$ cat config.mk
export PLATFORM = sky130hd
export DESIGN_NAME = genius_input_capture
export DESIGN_NICKNAME = d
export VERILOG_FILES = /design/src/rtl/genius_input_capture.sv
export SDC_FILE = /design/constraint.sdc
export NUM_CORES = 1
export LEC_CHECK = 0
export CAP_MARGIN = 25
export CORE_MARGIN = 3
export CORE_UTILIZATION = 42
export CTS_CLUSTER_SIZE = 25
export DETAILED_ROUTE_END_ITERATION = 8
export GPL_TIMING_DRIVEN = 0
export PLACE_DENSITY_LB_ADDON = 0.05
export SLEW_MARGIN = 25
export SYNTH_ARGS = -nofsm -noshare
export SYNTH_HDL_FRONTEND = slang
export SYNTH_SLANG_ARGS = --single-unit
$ cat constraint.sdc
create_clock -name clock -period 1.9 [get_ports clock]
set_input_delay 0.19 -clock clock [delete_from_list [all_inputs] [get_ports clock]]
set_output_delay 0.19 -clock clock [all_outputs]
set_load 0.02 [all_outputs]
$ cat src/rtl/genius_input_capture.sv
//------------------------------------------------------------------------------
// Module      : genius_input_capture
// Description : Pushbutton front end for the Genius game FSM. Synchronises and
//               debounces bt0..bt2, emits single-cycle key events with a symbol
//               code and match flag, and generates the response-timeout pulse.
// Revision    : 1.0 - initial release
//------------------------------------------------------------------------------
`default_nettype none

module genius_input_capture #(
    parameter int DEBOUNCE_CYCLES = 50000,
    parameter int TIMEOUT_CYCLES  = 250000000
) (
    input  logic       clock,
    input  logic       reset_n,
    input  logic       bt0,
    input  logic       bt1,
    input  logic       bt2,
    input  logic       enable,
    input  logic [1:0] expected,
    output logic       key_valid,
    output logic [1:0] key_code,
    output logic       key_match,
    output logic       timeout,
    output logic [2:0] held
);

    localparam int DW = (DEBOUNCE_CYCLES > 2) ? $clog2(DEBOUNCE_CYCLES) : 1;
    localparam int TW = (TIMEOUT_CYCLES  > 2) ? $clog2(TIMEOUT_CYCLES)  : 1;
    localparam logic [DW-1:0] C_DB_MAX = DW'(DEBOUNCE_CYCLES - 1);
    localparam logic [TW-1:0] C_TO_MAX = TW'(TIMEOUT_CYCLES - 1);

    logic [2:0]    sync1_q, sync2_q;
    logic [2:0]    held_q, held_d, held_prev_q;
    logic [DW-1:0] db_cnt_q [3];
    logic [DW-1:0] db_cnt_d [3];
    logic          armed_q;
    logic          key_valid_q, key_match_q, timeout_q;
    logic [1:0]    key_code_q;
    logic [TW-1:0] to_cnt_q;

    logic [2:0]    rise_w;
    logic          onehot_w;
    logic          accept_w;
    logic [1:0]    code_w;

    // Counter restarts whenever the synchronised level agrees with held.
    for (genvar i = 0; i < 3; i++) begin : g_debounce
        assign held_d[i]   = (sync2_q[i] != held_q[i]) && (db_cnt_q[i] == C_DB_MAX)
                             ? ~held_q[i] : held_q[i];
        assign db_cnt_d[i] = ((sync2_q[i] == held_q[i]) || (db_cnt_q[i] == C_DB_MAX))
                             ? '0 : db_cnt_q[i] + DW'(1);
    end

    assign rise_w   = held_q & ~held_prev_q;
    assign onehot_w = (rise_w == 3'b001) || (rise_w == 3'b010) || (rise_w == 3'b100);
    // Requiring held == rise also rejects a press while another button is down.
    assign accept_w = enable && armed_q && onehot_w && (held_q == rise_w);

    always_comb begin
        code_w = 2'b00;
        if (rise_w[1]) begin
            code_w = 2'b01;
        end else if (rise_w[2]) begin
            code_w = 2'b10;
        end
    end

    always_ff @(posedge clock or negedge reset_n) begin
        if (!reset_n) begin
            sync1_q     <= '0;
            sync2_q     <= '0;
            held_q      <= '0;
            held_prev_q <= '0;
            for (int i = 0; i < 3; i++) begin
                db_cnt_q[i] <= '0;
            end
            armed_q     <= 1'b1;
            key_valid_q <= 1'b0;
            key_code_q  <= 2'b00;
            key_match_q <= 1'b0;
            timeout_q   <= 1'b0;
            to_cnt_q    <= '0;
        end else begin
            sync1_q     <= ~{bt2, bt1, bt0};
            sync2_q     <= sync1_q;
            held_q      <= held_d;
            held_prev_q <= held_q;
            for (int i = 0; i < 3; i++) begin
                db_cnt_q[i] <= db_cnt_d[i];
            end
            armed_q     <= (held_q == 3'b000);
            key_valid_q <= accept_w;
            key_match_q <= accept_w && (code_w == expected);
            if (accept_w) begin
                key_code_q <= code_w;
            end

            if (!enable || accept_w) begin
                to_cnt_q  <= '0;
                timeout_q <= 1'b0;
            end else if (to_cnt_q == C_TO_MAX) begin
                to_cnt_q  <= '0;
                timeout_q <= 1'b1;
            end else begin
                to_cnt_q  <= to_cnt_q + TW'(1);
                timeout_q <= 1'b0;
            end
        end
    end

    assign key_valid = key_valid_q;
    assign key_code  = key_code_q;
    assign key_match = key_match_q;
    assign timeout   = timeout_q;
    assign held      = held_q;

endmodule

`default_nettype wire

==> results.toml <==
[placed_design]
portBuffers = 15
dp_slack_ps = -580
placed_cells = 592
dpl.hpwl_microns = 6080
post_placement_cell_area_sq_mm = 0.00488
gp_congestion = 0.769

[yosys]
synth_enable_flop_cells = 0
mappedNetlistNets = 452
syn-mean-instance-area_sq_um = 10.3
synth_compound_area_share_pct = 6.53
netlist_area_before_placement_sq_mm = 0.00452
synth.most_common_cell = "sky130_fd_sc_hd__dfrtp_1"
synth-seq-cells = 94
synth.area.top_cells = "sky130_fd_sc_hd__dfrtp_1, sky130_fd_sc_hd__xor2_1, sky130_fd_sc_hd__nor2_1"
synthDistinctLibCells = 39
yosysWarningCount = 0
post_synth_fa_ha_maj_area_fraction_pct = 1.11
post-synth-top-area-cell = "sky130_fd_sc_hd__dfrtp_1"
synth_mux_area_share_pct = 1.69
most_used_standard_cells_in_the_synthesized_netlist = "sky130_fd_sc_hd__dfrtp_1, sky130_fd_sc_hd__nor2_1, sky130_fd_sc_hd__xor2_1, sky130_fd_sc_hd__nand3_1, sky130_fd_sc_hd__nand4_1"
postSynthCellCount = 440
post_synth_xor_area_fraction_pct = 9.68
synth-seq-area-share_pct = 52.0
yosysTopAreaCellShare_pct = 51.4
yosys_most_used_dff = "sky130_fd_sc_hd__dfrtp_1"
synth-simple-area-share_pct = 26.8
synthArstFlopShare_pct = 100
largest_family_of_logic_cells_by_synthesized_area = "simple AND/OR/NAND/NOR gates"

[layout]
area.growth.synth_to_final_pct = 21.2
final_cells = 633
antenna-diode-count = 0
finalInstanceArea_sq_mm = 0.00549
layout-drive-gt1-share_pct = 21.5
final_nets = 504
postLayoutCoreUtil_pct = 52.7

[global_routing]
grt_antenna_before_repair = 0
grt.met1_usage_pct = 24.3
grt_pass1_vias = 3385
wire_length_of_the_first_global_routing_pass_microns = 16400
met3_track_demand_over_resource_pct = 4.40
total_grt_overflow = 0
largest_net_degree_at_the_start_of_global_routing = 68
busiest_layer = "met2"
grt_use_met2_pct = 25.9
grt_use_total_pct = 17.3

[floorplan]
fp.dieArea_sq_mm = 0.0121
design.core.area_sq_mm = 0.0104
initial_core_util_pct = 43.4
die_w_microns = 110
floorplan.io_pins = 16
floorplan.die.height_microns = 110
placementRows = 37

[setup_path]
critPathKind = "reg2reg"
worstPathMaxFanout = 6
critPathMostFrequentCell = "sky130_fd_sc_hd__or4_4"
crit_buf_inv = 0
endpoint_type_of_the_worst_setup_path = "flop"
worst_reg2reg_startpoint = "to_cnt_q[15]"
cp_slowest_cell = "sky130_fd_sc_hd__or4_4"
worstSetupStartpoint = "to_cnt_q[15]"
worst_setup_path_start_kind = "flop"
crit_path_cell_trace = "nand4_1 > or4_4 > or4_4 > a211oi_2"
critPathMaxStageDelay_ps = 620
cpLargestDelayFamily = "simple AND/OR/NAND/NOR gates"
worst-endpoint-arrival_ps = 2190
critical_path_required_ps = 2190

[sta]
fin_ws_ps = 1.80
finalHoldViolCount = 0
slew_headroom_pct = 67.8
grt_setup_unrepaired = "true"
layout_worst_path_cycle_share_pct = 99.9
fmaxAchievable_mhz = 527
setup_violations = 0
timing.clock.skew_ps = 9.75
max_slew.worst_pin.slew_ps = 478
layout_min_cycle_time_ps = 1900
timing.final.max_slew_violations = 0

[outcome]
status = "finished, final reports clean"

[clocking]
cts_made_buffers = 9
cts-root-to-sink-buffers = 2
cts_tree = "built"
clock_sink_count = 94
cts.htree.levels = 3
cts.clk_slew.worst_paths_ps = 100
cts.root.buffer_cell = "sky130_fd_sc_hd__clkbuf_8"
clkLatencyLatePin_ps = 370

[detailed_routing]
detail_route.wirelength_microns = 9670
vias_per_cell = 5.43
postRouteAntennaNets = 0
total_iterations_of_the_first_detailed_routing_run = 4
drc = 0
num_vias = 3437
route.detailed.wl_per_inst_microns = 15.3
drtIter0Drc = 157

[power]
p_leak_nw = 2.31
ir_worst_vdd_uv = 612
p_per_area_mw_per_mm2 = 673
total_power_w = 0.00369

[job]
drv.max_cap_violation_count = 0

[hold_path]
min-delay-path-class = "in2async"
==> per-stage QoR <==
step                TNS [ps]  hold WS (ps)
floorplan                  0          -106
global placement     -292890           335
detailed placement    -15760          84.1
CTS                    -12.2           237
global route            -120           242
finish                     0           245
==> state kept, by name, indices dropped and copies added, names as in the netlist <==
register / flops
sync2_q: 3
held: 3
timeout: 1
db_cnt_q: 48
to_cnt_q: 28
armed_q: 1
sync1_q: 3
key_code: 2
held_prev_q: 3
key_match: 1
key_valid: 1
==> final cells by class <==
class | instances | area [sq um]
Fill cell | 963 | 4930
Sequential cell | 94 | 2360
Multi-Input combinational cell | 321 | 2200
Timing Repair Buffer | 45 | 399
Tap cell | 136 | 170
Clock buffer | 9 | 124
Buffer | 14 | 106
Clock inverter | 7 | 97.6
Inverter | 7 | 26.3
==> cells by family after synthesis <==
family	Yosys count
AOI/OAI and AO/OA	46
xor gates and xnor gates	50
adders and majority gates	4
buffers and inverters	25
DFF	94
muxes	7
and+or+nand+nor	214
==> per-layer routing <==
metal	vias to the layer above	share of wire [%]
li1	1706	-
met1	1671	50
met2	47	46
met3	13	3.3
met4	0	1.5
met5	-	0
==> where the power goes <==
part           leakage [nW]  internal [W]  switching, W
logic                 0.936     0.0000643     0.0000971
clock network         0.106      0.000745      0.000728
registers              1.27       0.00203     0.0000259
==> path summary, 6_finish.rpt <==
kind / to / slack, ps / cells after the start
setup / recovery: to_cnt_q[24] / 2 / 4
hold / removal: db_cnt_q[44] / 240 / 2
setup reg to reg: to_cnt_q[24] / 2 / 4
hold reg to reg: sync2_q[1] / 360 / 0
max in group asynchronous: armed_q / 1020 / 3
min in group clock: sync1_q[2] / 290 / 2
==> placed cells by master (no fill, tap or decap), types with 8 or more instances in the layout <==
cell type and count:
sky130_fd_sc_hd__xor2_1 34, sky130_fd_sc_hd__and3_1 11, sky130_fd_sc_hd__nand2_1 17, sky130_fd_sc_hd__o21ai_0 12, sky130_fd_sc_hd__dfrtp_1 85, sky130_fd_sc_hd__clkdlybuf4s50_1 14, sky130_fd_sc_hd__nor3_1 12, sky130_fd_sc_hd__clkbuf_8 9
sky130_fd_sc_hd__or3_1 13, sky130_fd_sc_hd__a21oi_1 12, sky130_fd_sc_hd__dfrtp_2 8, sky130_fd_sc_hd__buf_4 28, sky130_fd_sc_hd__nand3_1 30, sky130_fd_sc_hd__o31ai_1 8, sky130_fd_sc_hd__or4_4 8, sky130_fd_sc_hd__nor2_1 45
sky130_fd_sc_hd__nand4_1 25, sky130_fd_sc_hd__xnor2_1 16, sky130_fd_sc_hd__and4_1 9
==> what timing repair did <==
action | in CTS | in global routing
hold buffers | 1 | 0
endpoints found under the setup margin | 59 | 50
gates resized for setup | 31 | 28
setup buffers | 21 | 7
pin swaps | 11 | 7
hold endpoints to repair | 27 | 0
Power figures use the tool's default switching activity.
